[config.mk]
export PLATFORM = sky130hd
export DESIGN_NAME = t07_ssdec_receiver
export DESIGN_NICKNAME = d
export VERILOG_FILES = /design/src/rtl/t07_ssdec_pkg.sv /design/src/rtl/t07_sync_edge.sv /design/src/rtl/t07_ssdec_receiver.sv
export SDC_FILE = /design/constraint.sdc
export NUM_CORES = 1
export LEC_CHECK = 0
export CAP_MARGIN = 20
export CORE_MARGIN = 1.5
export CORE_UTILIZATION = 30
export CTS_BUF_LIST = sky130_fd_sc_hd__clkbuf_8
export CTS_CLUSTER_SIZE = 24
export DETAILED_ROUTE_END_ITERATION = 10
export HOLD_SLACK_MARGIN = 0.02
export SYNTH_ARGS = -nofsm -noshare
export SYNTH_HDL_FRONTEND = slang
export SYNTH_SLANG_ARGS = --single-unit
[constraint.sdc]
create_clock -name clk -period 1.72 [get_ports clk]
set_input_delay 0.172 -clock clk [delete_from_list [all_inputs] [get_ports clk]]
set_output_delay 0.172 -clock clk [all_outputs]
set_load 0.03 [all_outputs]
[src/rtl/t07_ssdec_pkg.sv]
// Shared constants and types for the seven-segment serial link.
// Used by the receiver here and kept in step with the transmitter side.
package t07_ssdec_pkg;

  // Bits per segment digit.
  localparam int unsigned SEG_BITS        = 8;
  // Default link geometry, shared with the transmitter.
  localparam int unsigned DEF_NUM_DIGITS  = 8;
  localparam int unsigned DEF_IDLE_CYCLES = 256;

  // Receiver frame state.
  typedef enum logic {
    IDLE  = 1'b0,
    SHIFT = 1'b1
  } rx_state_t;

  // Number of serial bits in one frame for a given digit count.
  function automatic int unsigned frame_bits(input int unsigned num_digits);
    return num_digits * SEG_BITS;
  endfunction

endpackage

[src/rtl/t07_sync_edge.sv]
// Two-flop synchroniser with rising-edge detect on an asynchronous strobe,
// plus an equal-depth synchroniser for companion data sampled with it.
// Ports:
//   clk, nrst  : system clock, asynchronous active-low reset
//   async_in   : asynchronous strobe (serial clock)
//   data_in    : asynchronous data that travels alongside the strobe
//   rise_c     : combinational; high for one clk when the synced strobe rises
//   data_sync  : data after the same two-flop delay as the strobe
module t07_sync_edge #(
  parameter int unsigned DATA_W = 1
) (
  input  logic              clk,
  input  logic              nrst,
  input  logic              async_in,
  input  logic [DATA_W-1:0] data_in,
  output logic              rise_c,
  output logic [DATA_W-1:0] data_sync
);

  logic              s1_q;
  logic              s2_q;
  logic              prev_q;
  logic [DATA_W-1:0] d1_q;
  logic [DATA_W-1:0] d2_q;

  // Synchroniser chains; prev_q remembers the last synced strobe level.
  always_ff @(posedge clk or negedge nrst) begin
    if (!nrst) begin
      s1_q   <= 1'b0;
      s2_q   <= 1'b0;
      prev_q <= 1'b0;
      d1_q   <= '0;
      d2_q   <= '0;
    end else begin
      s1_q   <= async_in;
      s2_q   <= s1_q;
      prev_q <= s2_q;
      d1_q   <= data_in;
      d2_q   <= d1_q;
    end
  end

  assign rise_c    = s2_q & ~prev_q;
  assign data_sync = d2_q;

endmodule

[src/rtl/t07_ssdec_receiver.sv]
// Serial-to-parallel receiver for the seven-segment link. Oversamples
// ssdec_sck/ssdec_sdi in the clk domain, assembles NUM_DIGITS*8-bit frames
// (MSB first) and latches them onto seg_out. An sck idle timeout ends a
// partial frame, which is discarded and flagged on frame_err.
// Ports:
//   clk, nrst    : system clock, asynchronous active-low reset
//   ssdec_sck    : serial clock, asynchronous to clk
//   ssdec_sdi    : serial data, valid at sck rising edge
//   seg_out      : latched segment bytes, digit d = seg_out[8d+7:8d]
//   frame_valid  : one-cycle pulse when seg_out updates
//   frame_err    : one-cycle pulse when a partial frame is discarded
//   busy         : high while a frame is in progress
module t07_ssdec_receiver
  import t07_ssdec_pkg::*;
#(
  parameter int unsigned NUM_DIGITS  = DEF_NUM_DIGITS,
  parameter int unsigned IDLE_CYCLES = DEF_IDLE_CYCLES
) (
  input  logic                           clk,
  input  logic                           nrst,
  input  logic                           ssdec_sck,
  input  logic                           ssdec_sdi,
  output logic [NUM_DIGITS*SEG_BITS-1:0] seg_out,
  output logic                           frame_valid,
  output logic                           frame_err,
  output logic                           busy
);

  localparam int unsigned FRAME_BITS = NUM_DIGITS * SEG_BITS;
  localparam int unsigned BCW        = $clog2(FRAME_BITS + 1);
  localparam int unsigned ICW        = $clog2(IDLE_CYCLES);

  logic rise;
  logic sdi_s2;

  rx_state_t             state_q,    state_d;
  logic [BCW-1:0]        bit_cnt_q,  bit_cnt_d;
  logic [ICW-1:0]        idle_cnt_q, idle_cnt_d;
  // The oldest bit leaves the window on commit, so only FRAME_BITS-1 are kept.
  logic [FRAME_BITS-2:0] shift_q,    shift_d;
  logic [FRAME_BITS-1:0] seg_q,      seg_d;
  logic                  valid_q,    valid_d;
  logic                  err_q,      err_d;
  logic                  busy_q;

  // sck drives the edge detector; sdi rides the same sync depth.
  t07_sync_edge #(
    .DATA_W (1)
  ) u_sck_sync (
    .clk       (clk),
    .nrst      (nrst),
    .async_in  (ssdec_sck),
    .data_in   (ssdec_sdi),
    .rise_c    (rise),
    .data_sync (sdi_s2)
  );

  // State register.
  always_ff @(posedge clk or negedge nrst) begin
    if (!nrst) begin
      state_q <= IDLE;
    end else begin
      state_q <= state_d;
    end
  end

  // Next-state and datapath decode.
  always_comb begin
    state_d    = state_q;
    bit_cnt_d  = bit_cnt_q;
    idle_cnt_d = idle_cnt_q;
    shift_d    = shift_q;
    seg_d      = seg_q;
    valid_d    = 1'b0;
    err_d      = 1'b0;

    unique case (state_q)
      IDLE: begin
        idle_cnt_d = '0;
        if (rise) begin
          shift_d   = {shift_q[FRAME_BITS-3:0], sdi_s2};
          bit_cnt_d = BCW'(1);
          state_d   = SHIFT;
        end
      end

      SHIFT: begin
        if (rise) begin
          idle_cnt_d = '0;
          shift_d    = {shift_q[FRAME_BITS-3:0], sdi_s2};
          if (bit_cnt_q == BCW'(FRAME_BITS - 1)) begin
            // Last bit of the frame: commit straight from the window.
            seg_d     = {shift_q, sdi_s2};
            valid_d   = 1'b1;
            bit_cnt_d = '0;
            state_d   = IDLE;
          end else begin
            bit_cnt_d = bit_cnt_q + BCW'(1);
          end
        end else if (idle_cnt_q == ICW'(IDLE_CYCLES - 1)) begin
          err_d      = 1'b1;
          bit_cnt_d  = '0;
          idle_cnt_d = '0;
          state_d    = IDLE;
        end else begin
          idle_cnt_d = idle_cnt_q + ICW'(1);
        end
      end

      default: begin
        state_d = IDLE;
      end
    endcase
  end

  // Datapath and output registers.
  always_ff @(posedge clk or negedge nrst) begin
    if (!nrst) begin
      bit_cnt_q  <= '0;
      idle_cnt_q <= '0;
      shift_q    <= '0;
      seg_q      <= '0;
      valid_q    <= 1'b0;
      err_q      <= 1'b0;
      busy_q     <= 1'b0;
    end else begin
      bit_cnt_q  <= bit_cnt_d;
      idle_cnt_q <= idle_cnt_d;
      shift_q    <= shift_d;
      seg_q      <= seg_d;
      valid_q    <= valid_d;
      err_q      <= err_d;
      busy_q     <= (state_d == SHIFT);
    end
  end

  assign seg_out     = seg_q;
  assign frame_valid = valid_q;
  assign frame_err   = err_q;
  assign busy        = busy_q;

endmodule

==> results.json <==
{
  "io_pins": 71,
  "max_slew.worst_pin.slew_ns": 0.4748,
  "cp-start-kind": "flop",
  "cts.path.max_buffers": 2,
  "vias_per_cell": 4.317,
  "drc": 0,
  "clk_pin_slew_ns": 0.08,
  "leakage_nw": 4.257,
  "ant_nets": 0,
  "max_freq_ghz": 0.5504,
  "crit_family": "simple AND/OR/NAND/NOR gates",
  "numCtsBuffers": 17,
  "first_global_vias": 3939,
  "grt_pass1_wl_mm": 19.44,
  "die_height_um": 143.7,
  "violations": "setup timing",
  "end_kind": "flop",
  "p_per_area_nw_per_um2": 935.0,
  "cts.sinks": 150,
  "synth-seq-cells": 150,
  "crit_chain": "ha_2 > nand3_2 > or3_4 > nor2_4 > buf_12 > buf_12 > mux2_4",
  "fin_hold_ws_ns": 0.1693,
  "rsz0062_at_grt": "yes",
  "crit_top_cell": "buf_12",
  "core-area_um2": 19460,
  "synthCells": 490,
  "fin_ws_ns": -0.09671,
  "start_util_pct": 30.52,
  "postRouteWirelength_mm": 11.78,
  "required_ns": 2.05,
  "clock_skew_ns": 0.01110,
  "regToRegSetupSlack_ns": -0.1,
  "outcome": "finished with violations",
  "cp_slowest_cell": "dfrtp_1",
  "avgSynthCellArea_um2": 12.12,
  "setup_viol": 63,
  "num_vias": 3734,
  "synth_cell_types": 33,
  "diodes": 0,
  "critical_path_arrival_ns": 2.15,
  "place_hpwl_mm": 7.745,
  "area_delta_synth_final_pct": 29.82,
  "slowest_delay_ns": 0.35,
  "layout_commonest_cell": "nand2_1",
  "die_area_um2": 20660,
  "die_w_um": 143.7,
  "synth_area_um2": 5941,
  "yosys_warnings": 0,
  "place_ws_ns": -0.1297,
  "drtIter0Drc": 151,
  "cp_max_fo": 17,
  "finalCoreUtilization_pct": 39.63,
  "numPortBuffers": 70,
  "worst-path-buf-inv": 2,
  "syn-num-nets": 496,
  "cts-root-buf": "clkbuf_8",
  "hold_viol_final": 0,
  "fp-row-count": 51,
  "worst-setup-path-type": "reg2reg",
  "cts_tree": "yes",
  "hold_class": "in2reg",
  "gr-usage-all-layers_pct": 12.13,
  "drv_cap": 0,
  "slew_headroom_pct": 68.35,
  "gp_congestion": 0.7281,
  "final_cell_mix": "nand2_1, dfrtp_1, mux2_4",
  "htreeDepth": 4,
  "clock_latency_ns": 0.45,
  "min_period_ns": 1.817,
  "tns_ns": -4.549,
  "yosysSeqAreaShare_pct": 63.18,
  "finish.net_count": 594,
  "drive_gt1_share_pct": 21.67,
  "overflow": 0,
  "wl_per_cell_um": 13.62,
  "grt_antenna_before_repair": 0,
  "peakVddDrop_uv": 434.9,
  "fin_crit_sh_pct": 105.6,
  "maxSlewViolCount": 0,
  "dr.pass1.iters": 4,
  "grt_max_degree": 45
}
worst reg2reg max path: cells and delay by family (launching register included):
family | cells | cell delay (ns)
multiplexers | 1 | 0.32
buffers and inverters | 2 | 0.31
adder cells (fa/ha/maj) | 1 | 0.19
AND/OR/NAND/NOR | 3 | 0.54
flip-flops | 1 | 0.35
path summary, 6_finish.rpt:
| kind | depth (start not counted) | start | to |
|---|---|---|---|
| min in group asynchronous | 2 | nrst | shift_q[46]$_DFFE_PN0P_ |
| max reg2reg | 7 | bit_cnt_q[1]$_DFFE_PN0P_ | seg_out[26]$_DFFE_PN0P_ |
| max | 7 | bit_cnt_q[1]$_DFFE_PN0P_ | seg_out[26]$_DFFE_PN0P_ |
| max in group asynchronous | 3 | nrst | seg_out[62]$_DFFE_PN0P_ |
| min | 1 | ssdec_sck | u_sck_sync.s1_q$_DFF_PN0_ |
| min reg2reg | 0 | u_sck_sync.s1_q$_DFF_PN0_ | u_sck_sync.s2_q$_DFF_PN0_ |
stage by stage:
stage	cell area, um2	total power, mW	instances
final	7712	7.211	865
after floorplan	5943	3.920	490
after detailed placement	7129	4.132	832
after CTS	7641	7.317	865
after global placement	7129	4.114	832
after global routing	7712	7.514	865
synthesized netlist by cell type (all sizes together):
master | number | area share, %
nor3 | 2 | 0.17
a21o | 1 | 0.13
dfrtp | 150 | 63
a22o | 2 | 0.29
inv | 1 | 0.063
o21a | 1 | 0.13
xor2 | 3 | 0.44
nor2 | 13 | 0.95
clkbuf | 11 | 0.70
buf | 10 | 2.3
nor2b | 2 | 0.21
nand3b | 1 | 0.13
and3 | 2 | 0.21
nand2 | 199 | 13
mux2 | 64 | 15
ha | 2 | 0.42
a31oi | 2 | 0.21
or3 | 3 | 0.40
o31ai | 1 | 0.13
and4 | 1 | 0.15
or2 | 1 | 0.11
nand2b | 1 | 0.11
and2 | 1 | 0.11
o21ai | 5 | 0.42
xnor2 | 3 | 0.44
nand4 | 1 | 0.11
nand3 | 7 | 0.67
cells by family (layout without fill, tap and decap cells):
group | after synthesis | after routing | synth area share, %
xor gates and xnor gates | 6 | 6 | 0.8847
buffers and inverters | 22 | 132 | 3.096
muxes | 64 | 64 | 15.23
DFF | 150 | 150 | 63.18
AOI/OAI and AO/OA | 12 | 12 | 1.306
and+or+nand+nor | 234 | 234 | 15.88
adders and majority gates | 2 | 2 | 0.4212
registers in the layout (all words and copies together) (netlist names), 7 cells and up:
signal      count
idle_cnt_q      8
seg_out        64
bit_cnt_q       7
shift_q        63
routing by layer:
layer | routed length (um) | track usage [%] | share of wire [%]
met5 | 0 | 0 | 0
met1 | 5581 | 15.30 | 47
met3 | 483 | 3.532 | 4.1
met2 | 5545 | 19.64 | 47
met4 | 171 | 4.619 | 1.5
timing repair:
item,4_1_cts,5_1_grt
gates resized for setup,17,27
hold buffers,1,0
cloned,0,0
endpoints found under the hold margin,135,0
endpoints found under the setup margin,70,88
buffers inserted,1,0
cell type report:
class                   count  area, um2
multi-input cells         318       2064
well taps                 265      331.6
clock buffers              21      289.0
flip-flops and latches    150       3754
fillers                  1847      11750
clock inverters            10      176.4
repair buffers            100       1094
inverters                   1      3.754
report_power, final:
part	total [mW]	switching [mW]	leakage [nW]	internal [mW]
Combinational	0.349	0.217	1.94	0.132
Sequential	3.72	0.0873	2.07	3.63
Clock	3.15	1.28	0.244	1.86
Total	7.21	1.59	4.26	5.62
Power figures use the tool's default switching activity.
